<file path="src/rtl/red_pitaya_out_slew.sv">
// Per-channel DAC output conditioning: clamp to min/max, slew-rate limit, freeze, bus registers.
// Optional 32-bit saturation counter at 0x18 when OUT_SLEW_SATCNT_EN is defined.
module red_pitaya_out_slew #(
  parameter int unsigned DW = 14,
  parameter int unsigned PW = 16
) (
  input  logic          clk_i,
  input  logic          rstn_i,
  input  logic [DW-1:0] dat_i,
  output logic [DW-1:0] dat_o,
  output logic [1:0]    lim_o,
  input  logic [31:0]   sys_addr,
  input  logic [31:0]   sys_wdata,
  input  logic [3:0]    sys_sel,
  input  logic          sys_wen,
  input  logic          sys_ren,
  output logic [31:0]   sys_rdata,
  output logic          sys_err,
  output logic          sys_ack
);

  localparam logic [19:0] AddrCtrl   = 20'h00000;
  localparam logic [19:0] AddrMax    = 20'h00004;
  localparam logic [19:0] AddrMin    = 20'h00008;
  localparam logic [19:0] AddrStep   = 20'h0000C;
  localparam logic [19:0] AddrPresc  = 20'h00010;
  localparam logic [19:0] AddrStatus = 20'h00014;
  localparam logic [19:0] AddrSatcnt = 20'h00018;

  logic                 [1:0]    ctrl_q;
  logic signed          [DW-1:0] max_q, min_q;
  logic                 [DW-1:0] step_q;
  logic                 [PW-1:0] presc_q, cnt_q, cnt_d;
  logic signed          [DW-1:0] x_q, dat_q, dat_d, target, sat_hi;
  logic                 [1:0]    lim_q;
  logic                          at_max, at_min, tick, presc_wr;
  logic signed          [DW:0]   tgt_ext, dat_ext, step_ext, diff, sum;
  logic                 [DW:0]   mag;
  logic                 [31:0]   rd_val, rdata_q;
  logic                          ack_q;
  logic                 [19:0]   addr;
  logic                          unused_bus;

  assign addr       = sys_addr[19:0];
  assign presc_wr   = sys_wen && (addr == AddrPresc);
  assign unused_bus = ^{sys_sel, sys_addr, sys_wdata};

  // Clamp: max first, then min, so min wins when the limits are inverted.
  always_comb begin
    at_max = (x_q > max_q);
    sat_hi = at_max ? max_q : x_q;
    at_min = (sat_hi < min_q);
    target = at_min ? min_q : sat_hi;
  end

  assign tick = (cnt_q == presc_q);

  always_comb begin
    cnt_d = cnt_q + PW'(1);
    if (presc_wr || tick) cnt_d = '0;
  end

  // One extra bit keeps the difference and the stepped value from wrapping.
  always_comb begin
    tgt_ext  = {target[DW-1], target};
    dat_ext  = {dat_q[DW-1], dat_q};
    step_ext = {1'b0, step_q};
    diff     = tgt_ext - dat_ext;
    mag      = diff[DW] ? unsigned'(-diff) : unsigned'(diff);
    sum      = diff[DW] ? (dat_ext - step_ext) : (dat_ext + step_ext);
    dat_d    = dat_q;
    if (ctrl_q[1]) begin
      dat_d = dat_q;
    end else if (!ctrl_q[0]) begin
      dat_d = target;
    end else if (tick) begin
      if (mag <= {1'b0, step_q}) dat_d = target;
      else                       dat_d = sum[DW-1:0];
    end
  end

`ifdef OUT_SLEW_SATCNT_EN
  logic [31:0] satcnt_q, satcnt_d;

  always_comb begin
    satcnt_d = satcnt_q;
    if (sys_wen && (addr == AddrSatcnt)) satcnt_d = '0;
    else if ((at_max || at_min) && !(&satcnt_q)) satcnt_d = satcnt_q + 32'd1;
  end

  always_ff @(posedge clk_i or negedge rstn_i) begin
    if (!rstn_i) satcnt_q <= '0;
    else         satcnt_q <= satcnt_d;
  end
`endif

  always_comb begin
    rd_val = '0;
    case (addr)
      AddrCtrl:   rd_val = {30'd0, ctrl_q};
      AddrMax:    rd_val = {{(32-DW){1'b0}}, max_q};
      AddrMin:    rd_val = {{(32-DW){1'b0}}, min_q};
      AddrStep:   rd_val = {{(32-DW){1'b0}}, step_q};
      AddrPresc:  rd_val = {{(32-PW){1'b0}}, presc_q};
      AddrStatus: rd_val = {29'd0, (target != dat_q), at_min, at_max};
`ifdef OUT_SLEW_SATCNT_EN
      AddrSatcnt: rd_val = satcnt_q;
`endif
      default:    rd_val = '0;
    endcase
  end

  always_ff @(posedge clk_i or negedge rstn_i) begin
    if (!rstn_i) begin
      ctrl_q  <= '0;
      max_q   <= {1'b0, {(DW-1){1'b1}}};
      min_q   <= {1'b1, {(DW-1){1'b0}}};
      step_q  <= '1;
      presc_q <= '0;
      ack_q   <= 1'b0;
      rdata_q <= '0;
    end else begin
      ack_q <= sys_wen | sys_ren;
      if (sys_ren) rdata_q <= rd_val;
      if (sys_wen) begin
        case (addr)
          AddrCtrl:  ctrl_q  <= sys_wdata[1:0];
          AddrMax:   max_q   <= sys_wdata[DW-1:0];
          AddrMin:   min_q   <= sys_wdata[DW-1:0];
          AddrStep:  step_q  <= sys_wdata[DW-1:0];
          AddrPresc: presc_q <= sys_wdata[PW-1:0];
          default: ;
        endcase
      end
    end
  end

  always_ff @(posedge clk_i or negedge rstn_i) begin
    if (!rstn_i) begin
      x_q   <= '0;
      dat_q <= '0;
      lim_q <= '0;
      cnt_q <= '0;
    end else begin
      x_q   <= dat_i;
      dat_q <= dat_d;
      lim_q <= {at_min, at_max};
      cnt_q <= cnt_d;
    end
  end

  assign dat_o     = dat_q;
  assign lim_o     = lim_q;
  assign sys_rdata = rdata_q;
  assign sys_ack   = ack_q;
  assign sys_err   = 1'b0;

endmodule

</file>
<file path="config.mk">
export PLATFORM = sky130hd
export DESIGN_NAME = red_pitaya_out_slew
export DESIGN_NICKNAME = d
export VERILOG_FILES = /design/src/rtl/red_pitaya_out_slew.sv
export SDC_FILE = /design/constraint.sdc
export NUM_CORES = 1
export LEC_CHECK = 0
export CAP_MARGIN = 20
export CELL_PAD_IN_SITES_DETAIL_PLACEMENT = 1
export CELL_PAD_IN_SITES_GLOBAL_PLACEMENT = 1
export CORE_ASPECT_RATIO = 1.1
export CORE_UTILIZATION = 38
export CTS_BUF_LIST = sky130_fd_sc_hd__clkbuf_8 sky130_fd_sc_hd__clkbuf_16
export CTS_CLUSTER_SIZE = 40
export DETAILED_ROUTE_END_ITERATION = 8
export PLACE_DENSITY = 0.76
export SETUP_SLACK_MARGIN = 0.4
export SLEW_MARGIN = 15
export SYNTH_ARGS = -nofsm -noshare
export SYNTH_HDL_FRONTEND = slang
export SYNTH_SLANG_ARGS = --single-unit
export TNS_END_PERCENT = 1
</file>
<file path="constraint.sdc">
create_clock -name clk_i -period 19.6 [get_ports clk_i]
set_input_delay 2.94 -clock clk_i [delete_from_list [all_inputs] [get_ports clk_i]]
set_output_delay 2.94 -clock clk_i [all_outputs]
set_load 0.02 [all_outputs]
</file>
==> results of run 1 <==
==> routing by layer <==
layer  GRT usage [%]  vias up
met1            26.9     3668
li1                -     3409
met2            42.3      134
met3            3.85       25
met4            6.75        0
met5               0        -
==> worst max-delay path: cells and delay by family (launching register included) <==
kind | cells | cell delay [ns]
AND/OR/NAND/NOR | 9 | 2.17
flip-flops | 1 | 0.56
multiplexers | 3 | 1.59
buffers and inverters | 3 | 0.22
AO/OA/AOI/OAI | 14 | 3.70
adder cells (fa/ha/maj) | 4 | 1.29
XOR/XNOR | 1 | 0.18
==> state kept, by name, summed over array words and instances (netlist names) <==
signal,count
ctrl_q,2
cnt_q,16
step_q,14
min_q,14
presc_q,16
dat_o,14
sys_rdata,16
x_q,14
sys_ack,1
lim_o,2
max_q,14
==> synthesized netlist by cell type, drive strengths merged, types with 12 or more instances <==
master / n
inv: 98
dfrtp: 95
mux2: 81
ha: 71
nor2: 53
nand2: 44
xnor2: 42
o21ai: 33
nand3: 30
xor2: 29
a21oi: 28
dfstp: 28
buf: 24
nor3: 22
clkbuf: 20
nand4: 17
a21o: 14
mux2i: 13
o22ai: 13
nor4: 12
==> power by group <==
part / total [uW] / switching (uW) / internal, uW / leakage (uW)
sequential: 264 / 5.14 / 259 / 0.00157
clock: 343 / 133 / 211 / 0.000309
combinational: 336 / 190 / 146 / 0.00278
==> logic make-up after synthesis <==
kind of cell             share of synthesized area [%]
flip-flops                                        35.1
adder cells (fa/ha/maj)                           10.5
AO/OA/AOI/OAI                                     14.9
multiplexers                                      12.0
buffers and inverters                             6.98
XOR/XNOR                                          7.01
AND/OR/NAND/NOR                                   13.5
other                                           0.0423
==> per-stage QoR <==
stage | hold WS, ns | cell area (sq um) | setup slack [ns] | instances
after floorplan | 0.483 | 8930 | 11.07 | 930
after global placement | 0.510 | 9960 | 10.08 | 1278
after detailed placement | 0.526 | 9960 | 9.93 | 1278
after CTS | 0.541 | 10600 | 9.87 | 1310
after global routing | 0.558 | 10600 | 9.33 | 1310
final | 0.534 | 10600 | 9.84 | 1311
==> cell type report <==
type / count / area [sq um]
clock buffers: 19 / 453
repair buffers: 92 / 903
flip-flops and latches: 123 / 3110
fillers: 2631 / 12300
multi-input cells: 665 / 5200
inverters: 98 / 368
clock inverters: 13 / 181
well taps: 300 / 375
diodes: 1 / 2.50
==> worst max path at each step <==
stage / slack (ns) / start / end
after floorplan: 11.07 / max_q[3]$_DFFE_PN1P_ / dat_o[0]$_DFFE_PN0P_
after global placement: 10.08 / max_q[3]$_DFFE_PN1P_ / dat_o[2]$_DFFE_PN0P_
after detailed placement: 9.93 / max_q[3]$_DFFE_PN1P_ / dat_o[4]$_DFFE_PN0P_
after CTS: 9.87 / max_q[3]$_DFFE_PN1P_ / dat_o[4]$_DFFE_PN0P_
after global routing: 9.33 / max_q[3]$_DFFE_PN1P_ / dat_o[2]$_DFFE_PN0P_
final: 9.84 / max_q[3]$_DFFE_PN1P_ / dat_o[2]$_DFFE_PN0P_
==> results.cfg, run 1 <==
[place]
gp_congestion = 0.853
hpwl_mm = 20.4
port_buffers = 86

[route]
firstDrtPassIters = 5
drcViolationCount = 0
dr_wl_met3_microns = 780
viasPerCell = 5.52
drt-initial-drc-count = 306
wl_per_cell_microns = 20.1
wl_met2_mm = 14.0
num_vias = 7236
highest_layer = met4
drtAntennaViolNets = 0
wl_mm = 26.4
drt-met1-wl_mm = 11.2

[timing]
hold_viol = 0
fmax_mhz = 102
finalSetupTns_ns = 0
slew_headroom_pct = 41.5
rsz0062_at_grt = no
worst_slew_pin_slew_ns = 0.875
period_share_pct = 49.8
finalCriticalPeriod_ns = 9.76
fin_worst_skew_ns = 0.0105
finalMaxSlewViolations = 0
setup_viol_count_final = 0

[worst_setup_path]
critical_path.max_stage_delay_ns = 0.74
rr_worst_depth = 34
cp.required_ns = 19.96
cp_common_cell = ha_1
r2r_start = max_q[3]$_DFFE_PN1P_
r2r_slack_ns = 9.84
criticalPathCategory = flip-flop to flip-flop
path_max_fanout = 18
cp.arrival_ns = 10.12
endpoint_kind = flip-flop
slowest_stage = mux2i_4
start_kind = flip-flop
regToRegEndpoint = dat_o[2]$_DFFE_PN0P_

[worst_hold_path]
hp-start = sys_rdata[3]$_DFFE_PN0P_
min_to = sys_rdata[3]$_DFFE_PN0P_
hold_depth = 2
hold_path.class = flip-flop to flip-flop

[synth]
synth_cell_type_count = 75
yosysWarnings = 0
async_flop_share_pct = 100
seq_area_frac_synth_pct = 35.1
synth_cells = 914
synth_top_cell_area_share_pct = 26.8
synth_edf_count = 0
synth_top_area_cell = dfrtp_1
synth-seq-cells = 123
synth.area.top_cells = dfrtp_1 27%, ha_1 10%, mux2_2 9.9%
synth_flop_cell = dfrtp_1
syn_avg_cell_area_sq_um = 9.71
synthesis.area_sq_um = 8870

[clocking]
cts_root_buf = clkbuf_16
cts_max_path_buffers = 2
cts_setup_buffers = 0
cts_tree = yes
cts_sinks = 123
hold_buffers = 0
htree_levels = 4
clk_latency_ns = 0.43
ctsResizeCount = 0
cts_buffers = 17
clkTransAtPathRegs_ns = 0.06

[pwr]
irDropWorstVdd_uv = 61.7
power_uw = 943
power.density_nw_per_um2 = 89.0
power.static_leakage_uw = 0.00466

[finish]
drive_gt1_share_pct = 17.4
post-route-util_pct = 46.3
final_cell_mix = 97 x inv_1, 95 x dfrtp_1, 85 x clkdlybuf4s50_1
layout.nets = 1156
areaGrowthSynthToFinish_pct = 19.4
final_common_cell = inv_1

[floorplan]
die_h_microns = 162
die_area_sq_um = 24000
io_pins = 136
die_x_microns = 148
core_area_sq_um = 22900
row_count = 58
start_util_pct = 38.8

[global_route]
first_global_vias = 7828
antenna_found_initial = 1
grt_pass1_wl_mm = 42.2
grt_max_degree = 67
grt.total_usage_pct = 22.9
grt_overflow = 0

[run]
maxCapViolations = 0

[run_status]
run_status = completed
(Power assumes the default switching activity.)
==> inputs of run 2 (changes only) <==
==> constraint.sdc (replaced) <==
create_clock -name clk_i -period 9.35 [get_ports clk_i]
set_input_delay 1.4025 -clock clk_i [delete_from_list [all_inputs] [get_ports clk_i]]
set_output_delay 1.4025 -clock clk_i [all_outputs]
set_load 0.02 [all_outputs]
==> run 2 against run 1 <==
- setup slack lost 9.2 ns
- non-clock buffer count is 20 higher
- sequential power increased by 110%
- clock skew is 0.0012 ns higher
- sequential cell count did not move
- via count is 2.0% higher
- critical path depth up 2
- first-iteration DRC count shrank 0.33%
- design area is 3.3% higher
- global-route usage up 0.17 points
- register-to-register slack worse by 9.2 ns
- final cell count rose by 1.5%
- critical path type unchanged
- largest power group is now combinational cells
- highest routed layer unchanged
==> results.cfg, run 2 (synthesized netlist as in run 1, its figures left out) <==
[route]
drtAntennaViolNets = 0
num_vias = 7381
firstDrtPassIters = 5
drcViolationCount = 0
viasPerCell = 5.55
wl_per_cell_microns = 20.0
drt-initial-drc-count = 305
wl_mm = 26.6

[worst_setup_path]
cp.required_ns = 9.67
path_max_fanout = 9
r2r_start = max_q[3]$_DFFE_PN1P_
rr_worst_depth = 36
critical_path.max_stage_delay_ns = 0.56
criticalPathCategory = flip-flop to flip-flop
regToRegEndpoint = dat_o[13]$_DFFE_PN0P_
slowest_stage = dfstp_2
cp_common_cell = ha_1
worst-path-buf-inv = 5
cpLargestDelayFamily = compound AO/OA/AOI/OAI gates
endpoint_kind = flip-flop
start_kind = flip-flop
r2r_slack_ns = 0.64
cp.arrival_ns = 9.03

[clocking]
cts_tree = yes
cts_sinks = 123
cts_buffers = 17
cts_max_path_buffers = 2
clkTransAtPathRegs_ns = 0.06
htree_levels = 4
hold_buffers = 0
clk_latency_ns = 0.43
cts_root_buf = clkbuf_16

[finish]
layout.cells.non_filler = 1331
drive_gt1_share_pct = 21.3
num_antenna_cells = 0
areaGrowthSynthToFinish_pct = 23.4
layout.nets = 1177
post-route-util_pct = 47.9
fin_area_sq_um = 10900
final_common_cell = inv_1
final_cell_mix = 97 x inv_1, 95 x dfrtp_1, 85 x clkdlybuf4s50_1

[timing]
period_share_pct = 93.2
hold_viol = 0
rsz0062_at_grt = yes
finalSetupTns_ns = 0
finalMaxSlewViolations = 0
slew_headroom_pct = 40.3
finalCriticalPeriod_ns = 8.71
worst_slew_pin_slew_ns = 0.893
setup_viol_count_final = 0
fmax_mhz = 115
fin_worst_skew_ns = 0.0116

[floorplan]
row_count = 58
io_pins = 136
die_x_microns = 148
die_h_microns = 162
core_area_sq_um = 22900
start_util_pct = 38.8
die_area_sq_um = 24000

[worst_hold_path]
min_to = sys_rdata[15]$_DFFE_PN0P_
hp-start = sys_rdata[15]$_DFFE_PN0P_
hold_path.class = flip-flop to flip-flop
hold_depth = 2

[global_route]
grt_overflow = 0
grt.total_usage_pct = 23.1
antenna_found_initial = 0
grt_pass1_wl_mm = 42.5
first_global_vias = 8048
grt_max_degree = 71

[run_status]
run_status = completed

[pwr]
irDropWorstVdd_uv = 138
power.density_nw_per_um2 = 189
power.static_leakage_uw = 0.00478
power_uw = 2060

[run]
maxCapViolations = 0

[place]
hpwl_mm = 20.0
place_area_sq_um = 10000
gp_congestion = 0.828
dp_cells = 1283
port_buffers = 86
==> run 2: changes by cell type in the layout (fill, tap and decap cells not counted), sizes merged <==
cell,change
buf,+20
bufinv,+1
diode,-1
o21a,+1
clkinv,+1
clkbuf,-2
==> run 2: final cells by class <==
type                    instances  area [sq um]
clock buffers                  17           425
clock inverters                15           210
fillers                      2562         11900
inverters                      98           368
multi-input cells             666          5370
flip-flops and latches        123          3110
well taps                     300           375
repair buffers                112          1080
==> run 2: power by group <==
part | internal (uW) | switching [uW]
Clock | 451 | 269
Combinational | 360 | 428
Sequential | 544 | 11.0
Total | 1360 | 708
==> run 2: worst max path at each step <==
stage / from / to / depth (start not counted)
6_report: max_q[3]$_DFFE_PN1P_ / dat_o[13]$_DFFE_PN0P_ / 36
5_1_grt: max_q[3]$_DFFE_PN1P_ / dat_o[3]$_DFFE_PN0P_ / 38
4_1_cts: max_q[3]$_DFFE_PN1P_ / dat_o[2]$_DFFE_PN0P_ / 36
3_5_place_dp: max_q[3]$_DFFE_PN1P_ / dat_o[2]$_DFFE_PN0P_ / 35
3_3_place_gp: max_q[3]$_DFFE_PN1P_ / dat_o[10]$_DFFE_PN0P_ / 36
2_1_floorplan: max_q[3]$_DFFE_PN1P_ / dat_o[2]$_DFFE_PN0P_ / 36
==> run 2: stage by stage <==
| stage | setup slack [ns] | hold slack, ns |
|---|---|---|
| 2_1_floorplan | 0.819 | 0.483 |
| 3_3_place_gp | 0.451 | 0.510 |
| 3_5_place_dp | 0.245 | 0.525 |
| 4_1_cts | 0.403 | 0.536 |
| 5_1_grt | 0.361 | 0.553 |
| 6_report | 0.637 | 0.536 |
==> run 2: worst register-to-register path, delay by kind of cell, from the launching register on <==
kind                     cells  cell delay, ns
AO/OA/AOI/OAI               17            3.83
multiplexers                 4            1.31
adder cells (fa/ha/maj)      4            1.26
buffers and inverters        5            0.79
AND/OR/NAND/NOR              5            0.70
flip-flops                   1            0.56
XOR/XNOR                     1            0.16
==> run 2: timing repair <==
item,in CTS,in global routing
endpoints found under the setup margin,14,14
hold endpoints to repair,0,0
setup buffers,6,9
pin swaps,3,7
gates cloned,1,0
gates resized for setup,19,16
==> run 2: layer usage <==
layer,global-route usage (%),up-vias,share of wire (%)
li1,-,3460,-
met1,27.5,3727,43
met2,41.4,145,51
met3,2.98,49,2.4
met4,10.1,0,3.0
met5,0,-,0
